--- src/rtl/regfile_port_arbiter.sv ---
// regfile_port_arbiter
// Shares the single port of a register file (posedge read, negedge write)
// between NREQ requesters. One valid/ready transfer is granted per cycle in
// round-robin order; the register-file address/data/enable lines are driven
// from registers. Each accepted transaction gets a one-cycle rsp_valid pulse
// back to its issuer two edges after acceptance. Reads carry rsp_rdata;
// writes return rsp_rdata=0.
//
// Ports:
//   clk, rst_n    clock, asynchronous active-low reset
//   req_valid     per-requester request valid
//   req_ready     per-requester grant (at most one bit high)
//   req_write     per-requester 1=write, 0=read
//   req_addr      flattened addresses, requester i at [i*ADDR_W +: ADDR_W]
//   req_wdata     flattened write data, requester i at [i*DATA_W +: DATA_W]
//   req_lock      (RF_ARB_LOCK_EN only) lock request accompanying a transfer
//   rsp_valid     one-cycle completion pulse to the issuing requester
//   rsp_rdata     read data, valid only with rsp_valid
//   rf_address    register-file address
//   rf_data_in    register-file write data
//   rf_enable     register-file write enable
//   rf_data_out   register-file read data (registered inside the file)
//
// Optional feature macro: RF_ARB_LOCK_EN
//   Adds req_lock. A transfer with req_lock set locks arbitration to that
//   requester until it completes a transfer with req_lock clear, which
//   allows atomic read-modify-write sequences.

module regfile_port_arbiter #(
  parameter int NREQ   = 2,
  parameter int ADDR_W = 5,
  parameter int DATA_W = 8
) (
  input  logic                     clk,
  input  logic                     rst_n,
  input  logic [NREQ-1:0]          req_valid,
  output logic [NREQ-1:0]          req_ready,
  input  logic [NREQ-1:0]          req_write,
  input  logic [NREQ*ADDR_W-1:0]   req_addr,
  input  logic [NREQ*DATA_W-1:0]   req_wdata,
`ifdef RF_ARB_LOCK_EN
  input  logic [NREQ-1:0]          req_lock,
`endif
  output logic [NREQ-1:0]          rsp_valid,
  output logic [DATA_W-1:0]        rsp_rdata,
  output logic [ADDR_W-1:0]        rf_address,
  output logic [DATA_W-1:0]        rf_data_in,
  output logic                     rf_enable,
  input  logic [DATA_W-1:0]        rf_data_out
);

  localparam int ID_W = (NREQ > 1) ? $clog2(NREQ) : 1;
  localparam logic [ID_W-1:0] LAST_RST = ID_W'(NREQ - 1);

  logic [ID_W-1:0]   last_q;
  logic [NREQ-1:0]   eligible;

  logic              gnt_any;
  logic [ID_W-1:0]   gnt_id;
  logic              sel_write;
  logic [ADDR_W-1:0] sel_addr;
  logic [DATA_W-1:0] sel_wdata;
  logic              sel_lock;

  // Stage 1: transaction whose address is on rf_address this cycle.
  // Stage 2: transaction whose read data is on rf_data_out this cycle.
  logic              s1_v, s1_wr;
  logic [ID_W-1:0]   s1_id;
  logic              s2_v, s2_wr;
  logic [ID_W-1:0]   s2_id;

`ifdef RF_ARB_LOCK_EN
  logic              locked_q;
  logic [ID_W-1:0]   owner_q;

  always_comb begin
    eligible = '1;
    if (locked_q) begin
      eligible          = '0;
      eligible[owner_q] = 1'b1;
    end
  end
`else
  assign eligible = '1;
`endif

  // Round-robin scan starting just after the last winner. The selected
  // address/data/write are muxed here too, but only req_valid, last_q and
  // the lock state influence req_ready.
  always_comb begin : arb
    int idx;
    idx       = 0;
    req_ready = '0;
    gnt_any   = 1'b0;
    gnt_id    = '0;
    sel_write = 1'b0;
    sel_addr  = '0;
    sel_wdata = '0;
    sel_lock  = 1'b0;
    for (int k = 1; k <= NREQ; k++) begin
      idx = int'(last_q) + k;
      if (idx >= NREQ) idx = idx - NREQ;
      if (!gnt_any && req_valid[idx] && eligible[idx]) begin
        gnt_any        = 1'b1;
        gnt_id         = ID_W'(idx);
        req_ready[idx] = 1'b1;
        sel_write      = req_write[idx];
        sel_addr       = req_addr[idx*ADDR_W +: ADDR_W];
        sel_wdata      = req_wdata[idx*DATA_W +: DATA_W];
`ifdef RF_ARB_LOCK_EN
        sel_lock       = req_lock[idx];
`endif
      end
    end
  end

  always_ff @(posedge clk or negedge rst_n) begin
    if (!rst_n) begin
      last_q     <= LAST_RST;
      rf_address <= '0;
      rf_data_in <= '0;
      rf_enable  <= 1'b0;
      s1_v       <= 1'b0;
      s1_wr      <= 1'b0;
      s1_id      <= '0;
      s2_v       <= 1'b0;
      s2_wr      <= 1'b0;
      s2_id      <= '0;
    end else begin
      if (gnt_any) begin
        last_q     <= gnt_id;
        rf_address <= sel_addr;
        rf_data_in <= sel_wdata;
        rf_enable  <= sel_write;
        s1_v       <= 1'b1;
        s1_wr      <= sel_write;
        s1_id      <= gnt_id;
      end else begin
        // Address and data hold; only the strobe and tag drop.
        rf_enable  <= 1'b0;
        s1_v       <= 1'b0;
      end
      s2_v  <= s1_v;
      s2_wr <= s1_wr;
      s2_id <= s1_id;
    end
  end

`ifdef RF_ARB_LOCK_EN
  // While locked only the owner can win, so every granted transfer simply
  // reloads the lock from its own req_lock bit.
  always_ff @(posedge clk or negedge rst_n) begin
    if (!rst_n) begin
      locked_q <= 1'b0;
      owner_q  <= '0;
    end else if (gnt_any) begin
      locked_q <= sel_lock;
      owner_q  <= gnt_id;
    end
  end
`else
  logic unused_lock;
  assign unused_lock = sel_lock;
`endif

  always_comb begin
    rsp_valid = '0;
    rsp_rdata = '0;
    if (s2_v) begin
      rsp_valid[s2_id] = 1'b1;
      if (!s2_wr) rsp_rdata = rf_data_out;
    end
  end

endmodule

--- config.mk ---
export PLATFORM = sky130hd
export DESIGN_NAME = regfile_port_arbiter
export DESIGN_NICKNAME = d
export VERILOG_FILES = /design/src/rtl/regfile_port_arbiter.sv
export SDC_FILE = /design/constraint.sdc
export NUM_CORES = 1
export LEC_CHECK = 0
export CORE_MARGIN = 3
export CORE_UTILIZATION = 40
export CTS_CLUSTER_DIAMETER = 60
export CTS_CLUSTER_SIZE = 12
export DETAILED_ROUTE_END_ITERATION = 12
export PLACE_DENSITY = 0.95
export SKIP_LAST_GASP = 1
export SYNTH_ARGS = -nofsm -noshare
export SYNTH_HDL_FRONTEND = slang
export SYNTH_SLANG_ARGS = --single-unit
--- constraint.sdc ---
create_clock -name clk -period 2.67 [get_ports clk]
set_input_delay 0.534 -clock clk [delete_from_list [all_inputs] [get_ports clk]]
set_output_delay 0.534 -clock clk [all_outputs]
set_load 0.02 [all_outputs]
==> results.cfg <==
[outcome]
outcome = finished, final reports clean

[yosys]
synth_top_area_share_pct = 45.35
syn_area_per_cell_um2 = 10.51
yosysSeqAreaShare_pct = 47.73
synth_edf_count = 0
synthTopCellsByArea = dfrtp_1, mux2i_1, a31oi_1, and3_1, and2_1
netlist_area_um2 = 1104
yosysWarnings = 0
ys.flop_type = dfrtp_1
syn_inst = 105
synth-async-reset-ratio_pct = 100.0
yosysTopAreaCell = dfrtp_1
ys_ff_latch = 21
synthDistinctLibCells = 23
mappedNetlistNets = 145

[timing]
min_period_ps = 2565
tightest_slew_ps = 897.6
relSlewSlack_pct = 39.97
hold_violations = 0
fin_tns_setup_ps = 0
timing.final.crit_share_pct = 96.07
setup_ws_ps = 104.9
fmax_mhz = 389.8
fin_skew_ps = 7.055
setup_viol = 0
final_max_slew_viol_count = 0
rsz0062_at_grt = no

[global_route]
grtUsageTotal_pct = 17.65
grt_pass1_vias = 1122
grt_antenna_before_repair = 0
grt_first_pass_wirelength_um = 4767
overflow = 0
grt_max_degree = 23

[cells_and_area]
n_antenna_cell = 0
layout_common_cells = clkdlybuf4s50_1, dfrtp_1, mux2i_1, and3_1, a31oi_1
area_growth_pct = 63.15
fillers = 194
fin_nets = 213
drive_above_1_share_pct = 9.302
fin_util_pct = 70.75
layout_commonest_cell = clkdlybuf4s50_1
finalNonFillerCells = 202

[pwr]
power.density_nw_per_um2 = 474.9
irDropWorstVdd_mv = 0.3422
leakagePower_uw = 0.0008009
finalPower_uw = 855.0

[floorplanning]
die_area_um2 = 3425
fp.dieW_um = 58.53
num_rows = 18
start_util_pct = 43.36
die_y_um = 58.53
core_area_um2 = 2545
ios = 66

[worst_setup_path]
cpPeakStageDelay_ps = 640
cp_num_cells = 3
slowest_stage = clkdlybuf4s50_1
endpoint = req_ready[0]
critPathKind = input pin to output pin
startpoint = req_valid[0]
path_buf_inv = 2
reg2reg_slack_ps = 1150
worstPathCellList = clkdlybuf4s50_1, a21boi_2, clkdlybuf4s50_1
crit_path_end_kind = output pin
crit_path_max_fanout = 4
r2r_end = rf_address[4]
timing.rr.start = last_q
reg2regPathDepth = 4
cp_data_required_time_ps = 2140
crit_top_cell = clkdlybuf4s50_1
path_delay_family = buffers and inverters
arrival_ps = 2030
worst_setup_path_start_kind = input pin

[routing]
avgViaCountPerCell = 5.366
drtIter0Drc = 31
routed-via-count = 1084
wire_per_inst_um = 14.54
dr.pass1.iters = 4
drc = 0
wirelength_um = 2937
ant_nets = 0

[clock_network]
htree_levels = 1
cts.clk_slew.worst_paths_ps = 120
ctsRootBufferMaster = clkbuf_4
cts_sinks = 21
cts-resized-gates = 0
cts_tree = done
cts_setup_buffers = 0
clk_latency_ps = 290
clk_path_buf_depth = 2
cts_hold_buf = 0
cts_buffers = 3

[placed_design]
dp_slack_ps = 92.48
port_buffers = 65
place_congestion = 0.7330
hpwl_um = 2284
dp.cells = 198

[worst_hold_path]
hp-class = flip-flop to flip-flop

[job]
cap_violations = 0
[worst min path at each step]
stage	slack (ps)	to	cells after the start	from
floorplan	240	rf_address[0]	0	rst_n
global placement	330	s2_v	0	s1_v
detailed placement	340	s2_v	0	s1_v
CTS	360	s2_v	0	s1_v
global route	370	s2_v	0	s1_v
finish	360	s2_v	0	s1_v
[Yosys cell counts (2+ instances only)]
master / instances
dfrtp_1: 20
a31oi_1: 11
and3_1: 11
mux2i_1: 11
o21ai_0: 10
and2_1: 9
inv_1: 5
buf_6: 4
buf_2: 3
nand3_1: 3
a221o_1: 2
and3_4: 2
nor2_1: 2
nor2b_1: 2
o21ai_1: 2
[worst reg2reg max path, cell delays in order, from the launching register on]
cell,delay [ps]
dfstp_2,700
nand2_4,70
buf_4,200
and3_4,190
a221o_1,260
[per-stage QoR]
stage	hold WS [ps]	cell area, um^2
5_1_grt	372.0	1800
3_5_place_dp	336.3	1773
3_3_place_gp	331.5	1773
2_1_floorplan	238.4	1104
4_1_cts	363.8	1800
6_report	360.4	1800
[state kept, by name, summed over array words and instances (netlist names)]
register	flops
rf_enable	1
s2_wr	1
s1_id	1
s1_wr	1
s2_id	1
s2_v	1
s1_v	1
rf_address	5
last_q	1
rf_data_in	8
[logic make-up (layout without fill, tap and decap cells)]
logic type,Yosys count,count (layout),share of synthesized area [%]
multiplexers,11,11,9.978
AND/OR/NAND/NOR,31,31,17.91
AO/OA/AOI/OAI,29,29,16.89
flip-flops,21,21,47.73
buffers and inverters,13,80,7.482
[report_power, final]
part           switching (uW)  leakage [uW]  internal [uW]
Sequential               27.9      0.000244            359
Clock                    90.4     0.0000177           55.6
Combinational             145      0.000539            177
[final cells by class]
cell class                      instances  area, um^2  share of cell area [%]
Timing Repair Buffer                   71       695.7                   38.64
Sequential cell                        21       526.8                   29.26
Multi-Input combinational cell         71       494.2                   27.45
Tap cell                               30       37.54                   2.085
Clock buffer                            3       22.52                   1.251
Inverter                                5       18.77                   1.042
Clock inverter                          1       5.005                  0.2780
[metal layers]
metal / up-vias / wire, um / GRT usage [%] / share of wire [%]
met5: - / 0 / 0 / 0
met4: 0 / 43 / 4.967 / 1.5
met3: 6 / 328 / 3.947 / 11
met2: 62 / 1347 / 29.82 / 46
met1: 503 / 1217 / 22.64 / 41
li1: 513 / - / - / -
Power figures use the tool's default switching activity.
